## src/rtl/frogger_pkg.sv

```systemverilog
// Shared frogger definitions: screen geometry, VGA port widths, arbiter state encoding.
package frogger_pkg;

   localparam int SCREEN_W = 160;
   localparam int SCREEN_H = 120;

   localparam int X_W      = 8;
   localparam int Y_W      = 7;
   localparam int COLOUR_W = 3;

   typedef enum logic [1:0] {
      ST_IDLE = 2'd0,
      ST_DRAW = 2'd1,
      ST_DONE = 2'd2
   } arb_state_t;

endpackage

```

## src/rtl/rr_pick.sv

```systemverilog
// Combinational round-robin picker: first asserted request at or after ptr,
// wrapping modulo N. Reusable by any shared-resource arbiter.
module rr_pick #(
   parameter int N  = 4,
   parameter int IW = 2
) (
   input  logic [N-1:0]  req,
   input  logic [IW-1:0] ptr,
   output logic [IW-1:0] grant,
   output logic          valid
);

   int unsigned idx;

   // Scan from ptr upward; the first hit wins and later hits are ignored.
   always_comb begin
      grant = '0;
      valid = 1'b0;
      idx   = '0;
      for (int unsigned i = 0; i < N; i++) begin
         idx = (32'(ptr) + i) % N;
         if (!valid && req[idx[IW-1:0]]) begin
            valid = 1'b1;
            grant = idx[IW-1:0];
         end
      end
   end

endmodule

```

## src/rtl/plot_arbiter.sv

```systemverilog
// Round-robin arbiter sharing the VGA adapter plot port among N_REQ sprite
// requesters. Each job is a 2^SIDE_LOG2 square box fill drawn in raster order.
// Optional macro PLOT_ARBITER_CLIP_EN suppresses plot for off-screen pixels.
module plot_arbiter
   import frogger_pkg::*;
#(
   parameter int N_REQ     = 4,
   parameter int SIDE_LOG2 = 2
) (
   input  logic                      clock,
   input  logic                      resetn,
   input  logic [N_REQ-1:0]          req,
   input  logic [8*N_REQ-1:0]        req_x,
   input  logic [7*N_REQ-1:0]        req_y,
   input  logic [3*N_REQ-1:0]        req_colour,
   output logic [N_REQ-1:0]          ack,
   output logic [N_REQ-1:0]          done,
   output logic [X_W-1:0]            x_out,
   output logic [Y_W-1:0]            y_out,
   output logic [COLOUR_W-1:0]       colour_out,
   output logic                      plot,
   output logic                      busy
);

   localparam int PTR_W = $clog2(N_REQ);
   localparam int CNT_W = 2 * SIDE_LOG2;
   localparam logic [CNT_W-1:0] CNT_LAST = '1;

   arb_state_t           state;
   logic [PTR_W-1:0]     rr_ptr;
   logic [PTR_W-1:0]     gid;
   logic [CNT_W-1:0]     cnt;
   logic [X_W-1:0]       bx;
   logic [Y_W-1:0]       by;
   logic [COLOUR_W-1:0]  col;

   logic [PTR_W-1:0]     pick_idx;
   logic                 pick_valid;

   logic [X_W-1:0]       sel_x;
   logic [Y_W-1:0]       sel_y;
   logic [COLOUR_W-1:0]  sel_col;
   logic [X_W-1:0]       src_x;
   logic [Y_W-1:0]       src_y;
   logic [CNT_W-1:0]     nxt_cnt;
   logic [SIDE_LOG2-1:0] off_x;
   logic [SIDE_LOG2-1:0] off_y;
   logic [X_W-1:0]       pix_x;
   logic [Y_W-1:0]       pix_y;
   logic                 pix_on;
`ifdef PLOT_ARBITER_CLIP_EN
   logic [X_W:0]         sum_x;
   logic [Y_W:0]         sum_y;
`endif

   rr_pick #(
      .N  (N_REQ),
      .IW (PTR_W)
   ) u_pick (
      .req   (req),
      .ptr   (rr_ptr),
      .grant (pick_idx),
      .valid (pick_valid)
   );

   // Next pixel to present: in IDLE it is pixel 0 of the job being granted
   // (taken straight from the request bus), in DRAW it is pixel cnt+1 of the
   // latched job. Registering this keeps all VGA-side outputs flop-driven.
   always_comb begin
      sel_x   = req_x[int'(pick_idx)*X_W +: X_W];
      sel_y   = req_y[int'(pick_idx)*Y_W +: Y_W];
      sel_col = req_colour[int'(pick_idx)*COLOUR_W +: COLOUR_W];
      src_x   = (state == ST_IDLE) ? sel_x : bx;
      src_y   = (state == ST_IDLE) ? sel_y : by;
      nxt_cnt = (state == ST_IDLE) ? '0 : cnt + 1'b1;
      off_x   = nxt_cnt[SIDE_LOG2-1:0];
      off_y   = nxt_cnt[CNT_W-1:SIDE_LOG2];
`ifdef PLOT_ARBITER_CLIP_EN
      sum_x   = {1'b0, src_x} + (X_W+1)'(off_x);
      sum_y   = {1'b0, src_y} + (Y_W+1)'(off_y);
      pix_x   = sum_x[X_W-1:0];
      pix_y   = sum_y[Y_W-1:0];
      pix_on  = (sum_x < (X_W+1)'(SCREEN_W)) && (sum_y < (Y_W+1)'(SCREEN_H));
`else
      pix_x   = src_x + X_W'(off_x);
      pix_y   = src_y + Y_W'(off_y);
      pix_on  = 1'b1;
`endif
   end

   // Arbitration FSM with registered ack/done/pixel outputs.
   always_ff @(posedge clock) begin
      if (!resetn) begin
         state      <= ST_IDLE;
         rr_ptr     <= '0;
         gid        <= '0;
         cnt        <= '0;
         bx         <= '0;
         by         <= '0;
         col        <= '0;
         ack        <= '0;
         done       <= '0;
         plot       <= 1'b0;
         busy       <= 1'b0;
         x_out      <= '0;
         y_out      <= '0;
         colour_out <= '0;
      end else begin
         ack  <= '0;
         done <= '0;
         case (state)
            ST_IDLE: begin
               if (pick_valid) begin
                  bx            <= sel_x;
                  by            <= sel_y;
                  col           <= sel_col;
                  gid           <= pick_idx;
                  cnt           <= '0;
                  state         <= ST_DRAW;
                  busy          <= 1'b1;
                  ack[pick_idx] <= 1'b1;
                  plot          <= pix_on;
                  x_out         <= pix_x;
                  y_out         <= pix_y;
                  colour_out    <= sel_col;
               end
            end
            ST_DRAW: begin
               if (cnt == CNT_LAST) begin
                  state      <= ST_DONE;
                  done[gid]  <= 1'b1;
                  plot       <= 1'b0;
                  x_out      <= '0;
                  y_out      <= '0;
                  colour_out <= '0;
               end else begin
                  cnt        <= nxt_cnt;
                  plot       <= pix_on;
                  x_out      <= pix_x;
                  y_out      <= pix_y;
                  colour_out <= col;
               end
            end
            ST_DONE: begin
               rr_ptr <= (gid == PTR_W'(N_REQ - 1)) ? '0 : gid + 1'b1;
               state  <= ST_IDLE;
               busy   <= 1'b0;
            end
            default: begin
               state <= ST_IDLE;
               busy  <= 1'b0;
            end
         endcase
      end
   end

endmodule

```

## config.mk

```make
export PLATFORM = sky130hd
export DESIGN_NAME = plot_arbiter
export DESIGN_NICKNAME = d
export VERILOG_FILES = /design/src/rtl/frogger_pkg.sv /design/src/rtl/rr_pick.sv /design/src/rtl/plot_arbiter.sv
export SDC_FILE = /design/constraint.sdc
export NUM_CORES = 1
export LEC_CHECK = 0
export CAP_MARGIN = 20
export CORE_MARGIN = 2
export CORE_UTILIZATION = 50
export CTS_CLUSTER_DIAMETER = 200
export DETAILED_ROUTE_END_ITERATION = 16
export PLACE_DENSITY = 0.86
export SLEW_MARGIN = 20
export SYNTH_ARGS = -nofsm -noshare
export SYNTH_HDL_FRONTEND = slang
export SYNTH_HIERARCHICAL = 1
export SYNTH_SLANG_ARGS = --single-unit
```

## constraint.sdc

```tcl
create_clock -name clock -period 10.75 [get_ports clock]
set_input_delay 3.225 -clock clock [delete_from_list [all_inputs] [get_ports clock]]
set_output_delay 3.225 -clock clock [all_outputs]
set_load 0.01 [all_outputs]
```

==> results.md <==
- Run status: finished, final reports clean
- Total negative slack: 0 ps
- CTS Root Buffer Type: clkbuf_8
- Clock latency at the later pin of the worst-skew pair: 310 ps
- First-pass GRT wire length: 12600 um
- Core utilization of the finished layout: 0.696
- Category of the worst setup path capture point: flip-flop
- HPWL after DPL: 5770 um
- Final total power: 472 uW
- Residual antenna-violating net count after detailed routing: 0
- Antenna violations before repair: 0
- Maximum fanout count along the critical path: 23
- Signal arrival time at the worst endpoint: 6870 ps
- Critical path launch point type: input pin
- Proportion of register bits with asynchronous set or reset after synthesis: 0
- Dominant synthesized flop cell: dfxtp_1
- Class of the tightest hold or removal check: reg -> reg
- Relative slew slack: 0.256
- Gate count of the mapped netlist: 317
- Core ar.: 0.00624 mm2
- Setup slack after placement: 3730 ps
- Grt ovf: 0
- Total CTS buffers: 5
- Count of different cell masters after synthesis: 49
- Number of vias in the routed layout: 2733
- Most used standard cells in the synthesized netlist: dfxtp_1, nand2_1, a21boi_0
- FMAX: 150 MHz
- Cell type with the largest total area after synthesis: dfxtp_1
- Count of buffers added by post-CTS timing repair for setup: 0
- Areal power density over the cells: 109 mW/mm2
- CP required: 10960 ps
- Die X: 83.7 um
- Top Ports: 106
- Count of clock tree sinks: 56
- Avg Vias per Cell: 5.61
- Resized Gates After CTS: 0
- Layout overhead on the synthesized area: 36.8%
- Iteration-0 DRC Markers: 159
- Setup Skew: 8.41 ps
- Routed WL: 7580 um
- Slew Limit Fails: 0
- Warnings, synthesis: 6
- Count of buffers inserted at the top-level ports: 105
- Tmin final: 6660 ps
- Synth top area share: 0.353
- Cell types with the largest area share after synthesis: dfxtp_1, mux4_1, a21boi_0
- Vertical die dimension: 83.7 um
- Remaining routing DRC violations: 0
- TritonCTS clock tree: done
- IR Drop Worst-Case VDD: 64.6 uV
- Critical path type: in -> reg
- RePlAce Congestion: 0.800
- Reported leakage power: 0.00167 uW
- # rows: 29
- Avg Cell Area, Syn: 10.0 um2
- Hold buffer count at CTS: 0
- Count leader, synth: dfxtp_1
- Number of flops mapped to enable cells by yosys: 0
- Number of nets in the layout: 498
- Final worst slack: 4090 ps
- RSZ-0062 raised after global routing: no
- Total number of H-tree levels: 2
- Setup violations, final: 0
- Initial standard-cell utilization of the core: 0.508
- Vias in the first global route: 2781
- Register clock-pin slew on the reported worst setup and hold paths: 100 ps
- Hold slack: 474 ps
- Antenna Diode Count: 0
- Die Footprint: 0.00700 mm2
- Synthesized area: 0.00317 mm2
- Post-DR wirelength/cell: 15.6 um
- Fraction of the yosys area taken by sequential cells: 0.353
- Syn_nets: 406
- Final worst-path cycle share: 0.619
- GR Util All Layers: 0.218
- Final hold violation count: 0
- Pin count of the biggest net entering global routing: 37
- Number of register bits inferred by synthesis: 56
- Maximum clock path buffer count: 2
- Actual transition at the worst max-transition pin: 1110 ps
- Number of detailed-route iterations in the first pass: 4
- Proportion of layout cells with a drive suffix above 1: 0.0805
- Reported max-cap violation count: 0
[where the power goes]
group,switching [uW],leakage (uW),internal (uW),total [uW]
Sequential,10.2,0.000460,221,232
Clock,67.7,0.0000445,52.6,120
Combinational,48.4,0.00116,72.1,120
Total,126,0.00167,346,472
[area by class of cell]
class                   count  area [um2]
repair buffers            108        1070
fillers                   498        1900
clock buffers               7        86.3
inverters                  13        48.8
clock inverters             1        7.51
multi-input cells         225        1910
well taps                  77        96.3
flip-flops and latches     56        1120
[layout by cell type (no fill, tap or decap), types with 10 or more instances in the layout]
| cell | netlist | final |
|---|---|---|
| a22o_1 | 15 | 15 |
| mux2i_1 | 11 | 11 |
| inv_1 | 12 | 12 |
| nand2_1 | 48 | 48 |
| clkdlybuf4s50_1 | 0 | 105 |
| xnor2_1 | 12 | 12 |
| mux4_1 | 11 | 11 |
| dfxtp_1 | 56 | 56 |
| a21boi_0 | 24 | 24 |
| nor2_1 | 10 | 10 |
[stage by stage]
stage	area (um2)	cells
after floorplan	3170	317
after global placement	4250	479
after detailed placement	4250	479
after CTS	4340	487
after global routing	4340	487
final	4340	487
[critical path, stage by stage]
cell,delay (ps)
clkdlybuf4s50_1,500
inv_1,60
a221o_1,380
a21oi_4,710
mux4_2,610
mux2_2,280
ha_1,210
fa_1,410
inv_1,100
a211oi_1,50
xnor2_1,150
a22o_1,180
[cells by family after synthesis]
family	Yosys count	share of synthesized area
adders and majority gates	11	0.0481
buffers and inverters	36	0.0517
AOI/OAI and AO/OA	72	0.172
muxes	34	0.194
xor gates and xnor gates	13	0.0359
DFF	56	0.353
and+or+nand+nor	95	0.145
[state kept, by name, summed over array words and instances, names as in the netlist]
name / flops
bx: 8
x_out: 8
by: 7
y_out: 7
ack: 4
cnt: 4
done: 4
col: 3
colour_out: 3
gid: 2
rr_ptr: 2
state: 2
busy: 1
plot: 1
[routing by layer]
| metal | global-route usage | wire [um] |
|---|---|---|
| met4 | 0.0616 | 108 |
| met1 | 0.261 | 3170 |
| met3 | 0.0504 | 544 |
| met2 | 0.389 | 3760 |
| met5 | 0 | 0 |
[path summary, 6_finish.rpt]
check / endpoint / slack (ps) / cells after the start / from
worst max-delay path: x_out[6] / 4090 / 12 / req[1]
worst min-delay path: col[1] / 470 / 2 / col[1]
worst max register to register: x_out[6] / 7120 / 11 / rr_ptr[0]
worst min register to register: col[1] / 470 / 2 / col[1]
Power figures use the tool's default switching activity.
